`config.mk`:
```
export PLATFORM = sky130hd
export DESIGN_NAME = sw_debounce
export DESIGN_NICKNAME = d
export VERILOG_FILES = /design/src/rtl/sw_debounce_pkg.sv /design/src/rtl/sw_debounce_bit.sv /design/src/rtl/sw_debounce.sv
export SDC_FILE = /design/constraint.sdc
export NUM_CORES = 1
export LEC_CHECK = 0
export ABC_AREA = 1
export CAP_MARGIN = 30
export CELL_PAD_IN_SITES_DETAIL_PLACEMENT = 1
export CELL_PAD_IN_SITES_GLOBAL_PLACEMENT = 1
export CORE_MARGIN = 1
export CORE_UTILIZATION = 35
export DETAILED_ROUTE_END_ITERATION = 8
export DONT_BUFFER_PORTS = 1
export HOLD_SLACK_MARGIN = 0.08
export PLACE_DENSITY = 0.61
export SLEW_MARGIN = 30
export SYNTH_ARGS = -nofsm -noshare
export SYNTH_HDL_FRONTEND = slang
export SYNTH_SLANG_ARGS = --single-unit
```
`constraint.sdc`:
```
create_clock -name clk -period 2.6 [get_ports clk]
set_clock_uncertainty 0.05 [all_clocks]
set_input_delay 0.78 -clock clk [delete_from_list [all_inputs] [get_ports clk]]
set_output_delay 0.78 -clock clk [all_outputs]
set_load 0.02 [all_outputs]
```
`src/rtl/sw_debounce_pkg.sv`:
```
// Board-level constants shared by the switch debouncer and the switch-to-address encoder.
package board_pkg;

    localparam int unsigned SW_WIDTH         = 16;
    localparam int unsigned BOARD_CLK_HZ     = 100_000_000;
    localparam int unsigned DEBOUNCE_HZ      = 1_000;
    localparam int unsigned DEBOUNCE_SAMPLES = 4;

    // Bits needed to hold values 0..n-1, never less than one bit.
    function automatic int unsigned cnt_width(input int unsigned n);
        return (n > 1) ? $clog2(n) : 1;
    endfunction

endpackage

```
`src/rtl/sw_debounce_bit.sv`:
```
// Single-bit debouncer: flips its output after STABLE_SAMPLES consecutive
// disagreeing sample ticks; any agreeing tick restarts the count.
module debounce_bit
    import board_pkg::*;
#(
    parameter int unsigned STABLE_SAMPLES = DEBOUNCE_SAMPLES
) (
    input  logic clk,
    input  logic rst_n,
    input  logic tick,
    input  logic din_sync,
    output logic dout,
    output logic flip
);

    localparam int unsigned        CNT_W    = cnt_width(STABLE_SAMPLES + 1);
    localparam logic [CNT_W-1:0]   CNT_LAST = CNT_W'(STABLE_SAMPLES - 1);

    logic [CNT_W-1:0] cnt_q, cnt_d;
    logic             dout_q, dout_d;

    // Count disagreeing ticks; the count only moves in tick cycles.
    always_comb begin
        cnt_d  = cnt_q;
        dout_d = dout_q;
        flip   = 1'b0;
        if (tick) begin
            if (din_sync == dout_q) begin
                cnt_d = '0;
            end else if (cnt_q == CNT_LAST) begin
                dout_d = ~dout_q;
                cnt_d  = '0;
                flip   = 1'b1;
            end else begin
                cnt_d = cnt_q + CNT_W'(1);
            end
        end
    end

    // Counter and debounced value registers.
    always_ff @(posedge clk or negedge rst_n) begin
        if (!rst_n) begin
            cnt_q  <= '0;
            dout_q <= 1'b0;
        end else begin
            cnt_q  <= cnt_d;
            dout_q <= dout_d;
        end
    end

    assign dout = dout_q;

endmodule

```
`src/rtl/sw_debounce.sv`:
```
// Switch debouncer: 2-flop synchroniser per bit, shared sample-tick prescaler,
// one debounce_bit per switch and a single change strobe for the whole vector.
module sw_debounce
    import board_pkg::*;
#(
    parameter int unsigned WIDTH          = SW_WIDTH,
    parameter int unsigned CLK_HZ         = BOARD_CLK_HZ,
    parameter int unsigned SAMPLE_HZ      = DEBOUNCE_HZ,
    parameter int unsigned STABLE_SAMPLES = DEBOUNCE_SAMPLES
) (
    input  logic             clk,
    input  logic             rst_n,
    input  logic [WIDTH-1:0] sw_raw,
    output logic [WIDTH-1:0] sw_clean,
    output logic             sw_changed,
    output logic             sample_tick
);

    localparam int unsigned      DIV      = CLK_HZ / SAMPLE_HZ;
    localparam int unsigned      PRE_W    = cnt_width(DIV);
    localparam logic [PRE_W-1:0] PRE_LAST = PRE_W'(DIV - 1);

    if (DIV < 2) begin : g_bad_div
        $error("sw_debounce: CLK_HZ/SAMPLE_HZ must be at least 2");
    end
    if (STABLE_SAMPLES < 1) begin : g_bad_samples
        $error("sw_debounce: STABLE_SAMPLES must be at least 1");
    end
    if (WIDTH < 1) begin : g_bad_width
        $error("sw_debounce: WIDTH must be at least 1");
    end

    logic [WIDTH-1:0] sync1_q, sync2_q;
    logic [PRE_W-1:0] pre_q, pre_d;
    logic             tick_q, tick_d;
    logic             changed_q, changed_d;
    logic [WIDTH-1:0] flip_vec;

    // Prescaler wrap and tick look-ahead so the registered tick lines up with pre_q == DIV-1.
    always_comb begin
        pre_d     = (pre_q == PRE_LAST) ? '0 : pre_q + PRE_W'(1);
        tick_d    = (pre_d == PRE_LAST);
        changed_d = |flip_vec;
    end

    // Synchroniser, prescaler, tick and change-strobe registers.
    always_ff @(posedge clk or negedge rst_n) begin
        if (!rst_n) begin
            sync1_q   <= '0;
            sync2_q   <= '0;
            pre_q     <= '0;
            tick_q    <= 1'b0;
            changed_q <= 1'b0;
        end else begin
            sync1_q   <= sw_raw;
            sync2_q   <= sync1_q;
            pre_q     <= pre_d;
            tick_q    <= tick_d;
            changed_q <= changed_d;
        end
    end

    for (genvar i = 0; i < int'(WIDTH); i++) begin : g_bit
        debounce_bit #(
            .STABLE_SAMPLES(STABLE_SAMPLES)
        ) u_bit (
            .clk     (clk),
            .rst_n   (rst_n),
            .tick    (tick_q),
            .din_sync(sync2_q[i]),
            .dout    (sw_clean[i]),
            .flip    (flip_vec[i])
        );
    end

    assign sample_tick = tick_q;
    assign sw_changed  = changed_q;

endmodule

```
# Word-level counts from Yosys, hierarchy flattened
# Cells that the tools add are included.
# W data, S select, Z words.
[word_totals]
reg_bits = 115
in_bits = 18
out_inout_bits = 18
word_cells = 218
[op_classes]
addsub = 17
n_eq_ne = 34
muxes = 81
n_bitwise = 32
reduce_logical = 17
[ops]
columns = ["cell", "n"]
rows = [
  ["$mux W3", 32],
  ["$add A3 B1 Y3 const B", 16],
  ["$eq A3 B2 Y1 const B", 16],
  ["$mux W1", 48],
  ["$reduce_and A3 Y1", 16],
  ["$eq A17 B17 Y1 const B", 2],
  ["$not A1 Y1", 32],
  ["$add A17 B1 Y17 const B", 1],
  ["$mux W17", 1],
  ["$eq A1 B1 Y1", 16],
  ["$reduce_or A16 Y1", 1],
]

# Longest topological paths before layout
[depth]
word_depth = 5
depth_mapped = 12
ltp_nobuf = 12

# Hierarchy
# A second synthesis with hierarchy kept.
[unflattened]
cells_unflattened = 645
hier_area_um2 = 5301.3
[by_module_without_submodules]
columns = ["module", "instances", "cells_per_inst", "area_per_inst_um2", "seq_area_each_um2"]
rows = [
  ["debounce_bit", 16, 28, 209.0, 100.1],
  ["sw_debounce", 1, 197, 1958.1, 1276.2],
]

# Worst setup path before layout
# Ideal clock, no wire load.
[synth_timing]
kind = "reg-to-reg"
startpoint = "register pre_q[0]"
endpoint = "register tick_q, in the netlist sample_tick"
setup_time_ps = 69
arrival_time_ps = 1395
t_required_ps = 2481
slack_ps = 1087
path_stages_with_launch = 13
path_buffers = 0
period_less_slack_ps = 1513
cell_sequence = "dfrtp_1 ha_1 nand2_1 inv_1 nand2_1 nor2_1 nand2_1 nand2_1 nor2_1 nand2_1 nor2_1 nand2_1 nor2_2"
[synth_via]
elab_chain_cells = 3
elab_cells_between_ends = 4
classes_between = "add/sub (1); eq/ne (2); mux (1)"
[synth_rtl]
columns = ["item", "line_no", "text"]
rows = [
  ["from (decl)", "sw_debounce.sv:34", "logic [PRE_W-1:0] pre_q, pre_d;"],
  ["from (signal assigned)", "sw_debounce.sv:57", "pre_q <= pre_d;"],
  ["$add A17 B1 Y17 / $eq A17 B17 Y1 (equally long branches)", "sw_debounce.sv:41", "pre_d = (pre_q == PRE_LAST) ? '0 : pre_q + PRE_W'(1);"],
  ["$mux W17 *", "sw_debounce.sv:41", ""],
  ["$eq A17 B17 Y1 *", "sw_debounce.sv:42", "tick_d = (pre_d == PRE_LAST);"],
  ["named net tick_d", "sw_debounce.sv:35", "logic tick_q, tick_d;"],
  ["to (signal assigned)", "sw_debounce.sv:58", "tick_q <= tick_d;"],
  ["to (decl)", "sw_debounce.sv:35", ""],
]
# Mark *: on every way through the listed nets, which the timed path passes. The rest lies on a longest branch.
# A chain may end at the register's enable or synchronous reset.

# Final worst setup path
[layout_timing]
startpoint = "register tick_q, in the netlist sample_tick"
endpoint = "register changed_q, in the netlist sw_changed"
[layout_via]
elab_chain_cells = 2
elab_cells_between_ends = 17
classes_between = "mux (16); reduce/logical (1)"
[layout_rtl]
columns = ["item", "line_no", "text"]
rows = [
  ["$mux W1", "sw_debounce_bit.sv:27", "if (tick) begin"],
  ["$reduce_or A16 Y1 *", "sw_debounce.sv:43", "changed_d = |flip_vec;"],
  ["named net changed_d", "sw_debounce.sv:36", "logic changed_q, changed_d;"],
  ["to (signal assigned)", "sw_debounce.sv:59", "changed_q <= changed_d;"],
  ["to (decl)", "sw_debounce.sv:36", ""],
]
# Marked as above.

==> metrics.yaml <==
final.min_clock_period_ns: 1.86
power.switching_mw: 0.828
fin_nets: 549
comb_power_share_pct: 0.5
critPathArrivalTime_ns: 2.10
antenna_found_initial: 0
grt_use_total_pct: 16.5
wl_um: 10500
setup.worst_path.start_class: "flop"
maxSlewViolCount: 0
finalSetupTns_ns: 0
seqPwrFrac_pct: 44.9
yosys.area.top_type: "dfrtp_1"
path_cells: "inv_2 -> buf_4 -> nor2_1 -> nand2_1 -> nand4_1 -> nor2_1 -> nand2_1"
grt_pass1_wl_um: 18300
p_leak_nw: 2.79
die_h_um: 122
reg2reg_depth: 7
stdcell_area_um2: 5730
clkLatencyLatePin_ns: 0.42
gp_congestion: 0.832
finalWorstSetupSlack_ns: 0.744
critPathKind: "reg2reg"
ant_nets: 0
pre_cts_slack_ns: 0.728
final_cells: 706
wire_per_inst_um: 14.9
yosys_warnings: 0
grt_overflow: 0
ctsResizeCount: 0
post-dp-hpwl_um: 7180
setup_viol: 0
start_util_pct: 36.2
die_area_um2: 15000
core_area_um2: 14000
crit_required_ns: 2.85
drcViolationCount: 0
worstPathMaxFanout: 16
final_util_pct: 41.0
cts_root_buf: "clkbuf_16"
synthDistinctLibCells: 25
cts_buffers: 17
crit_path_top_delay_cell: "dfrtp_1"
clockBufferDepth: 2
vdd_drop_max_mv: 0.436
clock_sinks: 115
first_pass_iters: 4
drive_gt1_share_pct: 9.70
cts_tree: "built"
placed_cells: 675
avgSynthCellArea_um2: 9.84
rsz0062_at_grt: "no"
total_power_mw: 4.07
cts-htree-levels: 4
fin_crit_sh_pct: 71.4
num_vias: 3348
syn_area_um2: 5070
syn_nets: 550
worst-path-stages: 7
slew-limit-headroom_pct: 76.7
clk_pin_slew_ns: 0.05
vias_per_cell: 4.74
powerDensity_nw_per_um2: 710
die_w_um: 122
drt-initial-drc-count: 144
hold_violations: 0
tightest_slew_ns: 0.350
hold_ws_ns: 0.0107
outcome: "finished, final reports clean"
syn_inst: 515
crit_family: "simple AND/OR/NAND/NOR gates"
diodes: 0
p_int_mw: 3.24
clock.fmax_mhz: 539
path_buf_inv: 2
io_buffers: 0
endpoint_kind: "flop"
io-pin-count: 36
hp-class: "in2async"
clkPwrFrac_pct: 54.6
sw_frac_of_total_pct: 20.4
rows: 43
first_global_vias: 3734
synth_seq_area_share_pct: 56.8
synth_top_area_share_pct: 56.8
slowest_delay_ns: 0.47
ys_ff_latch: 115
dpl_cell_area_um2: 5170
ys_top_cells_by_area: "dfrtp_1 (57%), nand2_1 (6.6%), xnor2_1 (5.5%)"
syn_to_final_growth_pct: 13.2
grt_max_degree: 116
cts_setup_buffers: 0
maxCapViolations: 0
worst register-to-register path: stages, from the launching register on:
cell and delay [ns]:
dfrtp_1 0.47, inv_2 0.29, buf_4 0.28, nor2_1 0.10, nand2_1 0.12, nand4_1 0.14, nor2_1 0.19, nand2_1 0.09
logic make-up after synthesis:
kind of cell,after synthesis,share of synthesized area [%]
buffers and inverters,89,7.88
AND/OR/NAND/NOR,204,17.1
flip-flops,115,56.8
AO/OA/AOI/OAI,58,8.49
XOR/XNOR,32,5.53
adder cells (fa/ha/maj),17,4.20
Yosys cell counts, drive strengths merged:
| master | number |
|---|---|
| nor2 | 82 |
| o21bai | 3 |
| dfrtp | 115 |
| o21a | 16 |
| ha | 17 |
| nand2 | 92 |
| a32o | 11 |
| clkinv | 3 |
| a22o | 10 |
| inv | 64 |
| xnor2 | 32 |
| nand3 | 21 |
| o21ai | 13 |
| buf | 22 |
| a21oi | 5 |
| nand4 | 9 |
final timing paths:
check                                       from                              end  slack (ns)
setup / recovery           sample_tick$_DFF_PN0_             sw_changed$_DFF_PN0_        0.74
hold / removal                             rst_n  g_bit[0].u_bit.dout$_DFFE_PN0P_        0.01
setup reg to reg           sample_tick$_DFF_PN0_             sw_changed$_DFF_PN0_        0.74
hold reg to reg             sync1_q[7]$_DFF_PN0_             sync2_q[7]$_DFF_PN0_        0.30
max in group asynchronous                  rst_n               pre_q[2]$_DFF_PN0_        2.29
min in group clk            sync1_q[7]$_DFF_PN0_             sync2_q[7]$_DFF_PN0_        0.30
sequential cells by signal, indices dropped and copies added, names as in the netlist:
name / cells
sw_changed: 1
sample_tick: 1
g_bit.u_bit.cnt_q: 48
pre_q: 17
g_bit.u_bit.dout: 16
sync2_q: 16
sync1_q: 16
cell type report:
| cell class | instances | area [um^2] |
|---|---|---|
| Fill cell | 1587 | 8250 |
| Sequential cell | 115 | 2880 |
| Multi-Input combinational cell | 311 | 1790 |
| Clock buffer | 20 | 447 |
| Inverter | 67 | 254 |
| Tap cell | 180 | 225 |
| Clock inverter | 11 | 113 |
| Timing Repair Buffer | 2 | 27.5 |
power by group through the flow:
stage	Clock (mW)	Combinational, mW	Sequential [mW]
after global routing	2.38	0.0244	1.83
after CTS	2.29	0.0216	1.83
after floorplan	0	0.0177	1.85
final	2.22	0.0210	1.83
after detailed placement	0	0.0211	1.86
after global placement	0	0.0207	1.86
cells in the final DEF, fill, tap and decap left out:
| cell | count |
|---|---|
| xnor2_1 | 32 |
| a21oi_1 | 5 |
| nor2_4 | 2 |
| inv_1 | 60 |
| ha_1 | 17 |
| clkbuf_16 | 17 |
| inv_2 | 4 |
| buf_4 | 1 |
| o21bai_1 | 3 |
| nand3_1 | 18 |
| nand2_1 | 89 |
| clkinvlp_4 | 3 |
| clkbuf_1 | 2 |
| clkinv_2 | 8 |
| nor2_1 | 74 |
| nand2_2 | 3 |
| clkbuf_8 | 1 |
| o21ai_1 | 1 |
| o21ai_0 | 12 |
| bufinv_16 | 2 |
| o21a_1 | 16 |
| nor2_2 | 6 |
| nand4_1 | 9 |
| a22o_1 | 10 |
| nand3_2 | 3 |
| buf_12 | 1 |
| dfrtp_1 | 115 |
| clkinv_1 | 1 |
| a32o_1 | 11 |
routing by layer:
metal	vias to the layer above	track usage (%)	routed length [um]
li1	1637	-	-
met1	1657	19.7	4760
met2	38	26.5	5200
met3	16	6.13	378
met4	0	7.09	179
met5	-	0	0
(Power assumes the default switching activity.)
